File: src/rtl/keypad_scan.sv
// 4x4 matrix keypad scanner: one-cold column drive, 2-flop row synchronizer,
// per-frame contact classification and a frame-based press/release debouncer.
module keypad_scan #(
    parameter int SCAN_DIV       = 100000,
    parameter int DEBOUNCE_SCANS = 8
) (
    input  logic       sys_clk,
    input  logic       sys_rst,
    input  logic [3:0] row_in,
    output logic [3:0] col_out,
    output logic       IsPressed,
    output logic [3:0] keyboard_data,
    output logic       key_valid
);

    localparam int DIV_W  = $clog2(SCAN_DIV);
    localparam int FCNT_W = $clog2(DEBOUNCE_SCANS + 1);
    localparam logic [DIV_W-1:0]  DIV_LAST = DIV_W'(SCAN_DIV - 1);
    localparam logic [FCNT_W-1:0] FCNT_MAX = FCNT_W'(DEBOUNCE_SCANS);
    localparam logic [FCNT_W-1:0] FCNT_ONE = FCNT_W'(1);
    localparam bit ONE_SHOT = (DEBOUNCE_SCANS == 1);

    typedef enum logic [1:0] {IDLE, CAND, PRESSED, REL} state_t;

    logic [3:0]       row_meta_q, row_sync_q;
    logic [DIV_W-1:0] div_q, div_d;
    logic [1:0]       col_q, col_d;
    logic [1:0]       acc_cnt_q, acc_cnt_d;
    logic [3:0]       acc_code_q, acc_code_d;

    state_t           state_q;
    logic [3:0]       cand_q;
    logic [FCNT_W-1:0] fcnt_q;
    logic             pressed_q, valid_q;
    logic [3:0]       data_q;

    logic             sample, frame_done, frame_key, frame_none, same_key;
    logic [2:0]       col_hits, hit_sum;
    logic [3:0]       col_code, tot_code;
    logic [1:0]       tot_cnt;
    logic [FCNT_W-1:0] fcnt_inc;

    function automatic logic [3:0] key_code(input logic [1:0] row, input logic [1:0] col);
        logic [3:0] code;
        case ({row, col})
            4'h0: code = 4'h1;  4'h1: code = 4'h2;  4'h2: code = 4'h3;  4'h3: code = 4'hA;
            4'h4: code = 4'h4;  4'h5: code = 4'h5;  4'h6: code = 4'h6;  4'h7: code = 4'hB;
            4'h8: code = 4'h7;  4'h9: code = 4'h8;  4'hA: code = 4'h9;  4'hB: code = 4'hC;
            4'hC: code = 4'hE;  4'hD: code = 4'h0;  4'hE: code = 4'hF;  default: code = 4'hD;
        endcase
        return code;
    endfunction

    // Contacts are accumulated across the sweep and saturate at 2, which is all MULTI needs.
    always_comb begin
        sample   = (div_q == DIV_LAST);
        div_d    = sample ? '0 : div_q + 1'b1;
        col_d    = sample ? col_q + 2'd1 : col_q;
        col_hits = '0;
        col_code = '0;
        for (int r = 0; r < 4; r++) begin
            if (!row_sync_q[r]) begin
                col_hits = col_hits + 3'd1;
                col_code = key_code(2'(r), col_q);
            end
        end
        hit_sum    = {1'b0, acc_cnt_q} + col_hits;
        tot_cnt    = (hit_sum >= 3'd2) ? 2'd2 : hit_sum[1:0];
        tot_code   = (acc_cnt_q != 2'd0) ? acc_code_q : col_code;
        frame_done = sample && (col_q == 2'd3);
        frame_key  = frame_done && (tot_cnt == 2'd1);
        frame_none = frame_done && (tot_cnt == 2'd0);
        same_key   = frame_key && (tot_code == cand_q);
        fcnt_inc   = (fcnt_q >= FCNT_MAX) ? FCNT_MAX : fcnt_q + 1'b1;
        acc_cnt_d  = acc_cnt_q;
        acc_code_d = acc_code_q;
        if (frame_done) begin
            acc_cnt_d  = '0;
            acc_code_d = '0;
        end else if (sample) begin
            acc_cnt_d  = tot_cnt;
            acc_code_d = tot_code;
        end
    end

    always_ff @(posedge sys_clk or posedge sys_rst) begin
        if (sys_rst) begin
            row_meta_q <= 4'hF;
            row_sync_q <= 4'hF;
            div_q      <= '0;
            col_q      <= '0;
            acc_cnt_q  <= '0;
            acc_code_q <= '0;
        end else begin
            row_meta_q <= row_in;
            row_sync_q <= row_meta_q;
            div_q      <= div_d;
            col_q      <= col_d;
            acc_cnt_q  <= acc_cnt_d;
            acc_code_q <= acc_code_d;
        end
    end

    // Debouncer only moves on frame results; a different key while held never rolls over.
    always_ff @(posedge sys_clk or posedge sys_rst) begin
        if (sys_rst) begin
            state_q   <= IDLE;
            cand_q    <= '0;
            fcnt_q    <= '0;
            pressed_q <= 1'b0;
            data_q    <= '0;
            valid_q   <= 1'b0;
        end else begin
            valid_q <= 1'b0;
            if (frame_done) begin
                case (state_q)
                    IDLE: begin
                        if (frame_key) begin
                            cand_q <= tot_code;
                            fcnt_q <= FCNT_ONE;
                            if (ONE_SHOT) begin
                                state_q   <= PRESSED;
                                data_q    <= tot_code;
                                pressed_q <= 1'b1;
                                valid_q   <= 1'b1;
                            end else begin
                                state_q <= CAND;
                            end
                        end
                    end
                    CAND: begin
                        if (same_key) begin
                            fcnt_q <= fcnt_inc;
                            if (fcnt_inc == FCNT_MAX) begin
                                state_q   <= PRESSED;
                                data_q    <= cand_q;
                                pressed_q <= 1'b1;
                                valid_q   <= 1'b1;
                            end
                        end else if (frame_key) begin
                            cand_q <= tot_code;
                            fcnt_q <= FCNT_ONE;
                        end else begin
                            state_q <= IDLE;
                            fcnt_q  <= '0;
                        end
                    end
                    PRESSED: begin
                        if (frame_none) begin
                            fcnt_q <= FCNT_ONE;
                            if (ONE_SHOT) begin
                                state_q   <= IDLE;
                                pressed_q <= 1'b0;
                            end else begin
                                state_q <= REL;
                            end
                        end else if (!same_key) begin
                            state_q <= REL;
                            fcnt_q  <= '0;
                        end
                    end
                    REL: begin
                        if (frame_none) begin
                            fcnt_q <= fcnt_inc;
                            if (fcnt_inc == FCNT_MAX) begin
                                state_q   <= IDLE;
                                pressed_q <= 1'b0;
                            end
                        end else if (same_key) begin
                            state_q <= PRESSED;
                        end else begin
                            fcnt_q <= '0;
                        end
                    end
                    default: state_q <= IDLE;
                endcase
            end
        end
    end

    assign col_out       = ~(4'b0001 << col_q);
    assign IsPressed     = pressed_q;
    assign keyboard_data = data_q;
    assign key_valid     = valid_q;

endmodule

File: config.mk
export PLATFORM = sky130hd
export DESIGN_NAME = keypad_scan
export DESIGN_NICKNAME = d
export VERILOG_FILES = /design/src/rtl/keypad_scan.sv
export SDC_FILE = /design/constraint.sdc
export NUM_CORES = 1
export LEC_CHECK = 0
export CAP_MARGIN = 10
export CORE_ASPECT_RATIO = 1.75
export CORE_MARGIN = 3
export CORE_UTILIZATION = 60
export DETAILED_ROUTE_END_ITERATION = 7
export PLACE_DENSITY = 0.8
export SLEW_MARGIN = 20
export SYNTH_ARGS = -nofsm -noshare
export SYNTH_HDL_FRONTEND = slang
export SYNTH_SLANG_ARGS = --single-unit
File: constraint.sdc
create_clock -name sys_clk -period 4.62 [get_ports sys_clk]
set_clock_uncertainty 0.15 [all_clocks]
set_input_delay 0.924 -clock sys_clk [delete_from_list [all_inputs] [get_ports sys_clk]]
set_output_delay 0.924 -clock sys_clk [all_outputs]
set_load 0.03 [all_outputs]
==> metrics.cfg <==
[run_status]
outcome = completed

[synth]
syn_area_mm2 = 0.00292
synth_ff_type = dfrtp_1
syn_avg_cell_area_um2 = 9.80
yosysUniqueCellTypes = 63
syn_nets = 318
synth_edf_count = 0
synth_seq_cells = 49
syn_inst = 298
yosysWarnings = 0
ys_async_sr_fraction = 1.00
ys_seq_area_frac = 0.423

[run]
maxCapViolations = 0

[critical_path]
path_max_fanout = 7
crit_type = reg2reg
cp.depth = 11
path_delay_family = adder cells
max_stage_delay_ns = 0.58
reg2reg_depth = 11
startpoint_type = flop
slowest_stage = dfstp_2
arrival_ns = 4.19
critPathRequiredTime_ns = 4.70
crit_buf_inv = 1
crit_chain = inv_1, ha_1, xnor2_1, ha_1, mux2_2, fa_1, xnor3_1, or2_2, nor4_1, a221oi_1, o22ai_1
worst_setup_path_end_kind = flop
timing.critical_path.mode_cell = ha_1

[pwr]
internal-power_uw = 568
cellPowerDensity_mw_per_mm2 = 240
power.total_uw = 767
p_seq_frac = 0.573
p_sw_frac = 0.260
clockPowerShare = 0.337
p_leak_uw = 0.00137
ir_drop_mv = 0.263
p_comb_frac = 0.089
switchingPower_uw = 199

[clock_network]
cts_root_buf = clkbuf_8
post_cts_buffers = 0
numCtsBuffers = 5
cts.clk_slew.worst_paths_ns = 0.10
clock_latency_ns = 0.31
cts_resized = 0
clock_sinks = 49
hold_buffers = 0
cts_tree = yes
cts_max_level = 2
clk_path_buf_depth = 2

[grt]
grt_pass1_wl_um = 10500
antenna_found_initial = 0
grt_max_degree = 50
grt_remaining_overflow = 0
grt_util_all_layers = 0.233
grt_pass1_vias = 2357

[floorplanning]
die_y_um = 98.3
io-pin-count = 16
die-area_mm2 = 0.00578
rows = 33
coreArea_mm2 = 0.00471
start_util = 0.621
die_x_um = 58.8

[placement]
dp_hpwl_um = 4480
port-buffer-count = 15
place_inst = 357
postPlaceCellArea_mm2 = 0.00311
routabilityCongestion = 0.907

[detailed_routing]
wl_per_cell_um = 16.4
drc = 0
drtPass1Iterations = 6
via_count = 2279
routed_wl_um = 5980
vias_per_cell = 6.24
ant_nets = 0
first_iter_violations = 89

[layout]
drive_gt1_frac = 0.131
area_growth_pct = 9.46
n_antenna_cell = 0
postLayoutCoreUtil = 0.679
final_common_cell = dfrtp_1
final_cell_mix = 41 x dfrtp_1, 25 x nand2_1, 21 x nor2_1
final-instance-count-excl-fill = 365
stdcell_area_mm2 = 0.00320
fin_nets = 332

[timing]
relSlewSlack = 0.345
post-route-period-util = 0.889
period_needed_ns = 4.11
final-setup-viol-count = 0
hold_viol_final = 0
report.final.slew_viol_count = 0
tightest_slew_ns = 0.981
fin_setup_tns_ns = 0
fmax_ghz = 0.243
rsz0062_at_grt = false

[hold_path]
hold_depth = 0
hp-class = reg2reg

## cells by family (layout without fill, tap and decap cells)
logic type / Yosys count / count (layout) / share of synthesized area
DFF: 49 / 49 / 0.423
AOI/OAI and AO/OA: 56 / 56 / 0.136
buffers and inverters: 28 / 43 / 0.0373
muxes: 7 / 7 / 0.0321
xor gates and xnor gates: 21 / 21 / 0.0677
and+or+nand+nor: 123 / 123 / 0.242
adders and majority gates: 14 / 14 / 0.0625
## layer usage
| layer | track usage | vias to the layer above | wire, µm |
|---|---|---|---|
| li1 | - | 1095 | - |
| met1 | 0.267 | 1077 | 2340 |
| met2 | 0.399 | 82 | 3160 |
| met3 | 0.0357 | 25 | 235 |
| met4 | 0.124 | 0 | 242 |
| met5 | 0 | - | 0 |
## Yosys cell counts, types with 3 or more instances
library cell / instances / area [µm²]
nand2b_1: 4 / 25.0
dfstp_2: 8 / 210
nand2_1: 25 / 93.8
xnor2_1: 11 / 96.3
clkbuf_1: 6 / 22.5
and2_1: 5 / 31.3
nor3_1: 5 / 25.0
a31oi_1: 3 / 18.8
nand3_1: 14 / 70.1
and3_1: 6 / 37.5
buf_2: 3 / 15.0
inv_1: 19 / 71.3
o21ai_0: 12 / 60.1
nor2b_1: 5 / 31.3
dfrtp_1: 41 / 1030
nor4_1: 5 / 31.3
nand4_1: 11 / 68.8
nor2_1: 21 / 78.8
o22ai_1: 3 / 18.8
mux2_4: 4 / 60.1
xor2_1: 9 / 78.8
a21oi_1: 15 / 75.1
ha_1: 13 / 163
## through the flow
step	hold slack [ns]	worst slack [ns]
after floorplan	0.195	0.669
after global placement	0.195	0.642
after detailed placement	0.199	0.542
after CTS	0.213	0.517
after global routing	0.219	0.256
final	0.211	0.512
## worst paths after layout
kind / to / from / slack (ns)
min in group asynchronous: fcnt_q[0] / sys_rst / 1.01
worst max-delay path: fcnt_q[0] / row_sync_q[1] / 0.51
worst min-delay path: row_sync_q[3] / row_meta_q[3] / 0.21
max in group asynchronous: col_q[0] / sys_rst / 2.70
worst max register to register: fcnt_q[0] / row_sync_q[1] / 0.51
worst min register to register: row_sync_q[3] / row_meta_q[3] / 0.21
## power groups by stage
stage                     clock, µW  combinational (µW)  sequential [µW]
after CTS                       265                68.7              440
after global placement            0                67.4              447
after detailed placement          0                68.2              448
after global routing            280                75.1              441
after floorplan                   0                53.7              445
final                           259                68.3              440
## registers in the layout, summed over array words and instances (netlist names), 2 cells and up
register       flops
div_q             17
acc_code_q         4
cand_q             4
fcnt_q             4
keyboard_data      4
row_meta_q         4
row_sync_q         4
acc_cnt_q          2
col_q              2
state_q            2
## final cells by class
class	count	area (µm²)
flip-flops and latches	49	1240
multi-input cells	221	1580
inverters	19	71.3
clock inverters	3	22.5
repair buffers	16	158
clock buffers	5	68.8
fillers	362	1510
well taps	52	65.1
No activity file was read; power rests on OpenSTA's default activity.
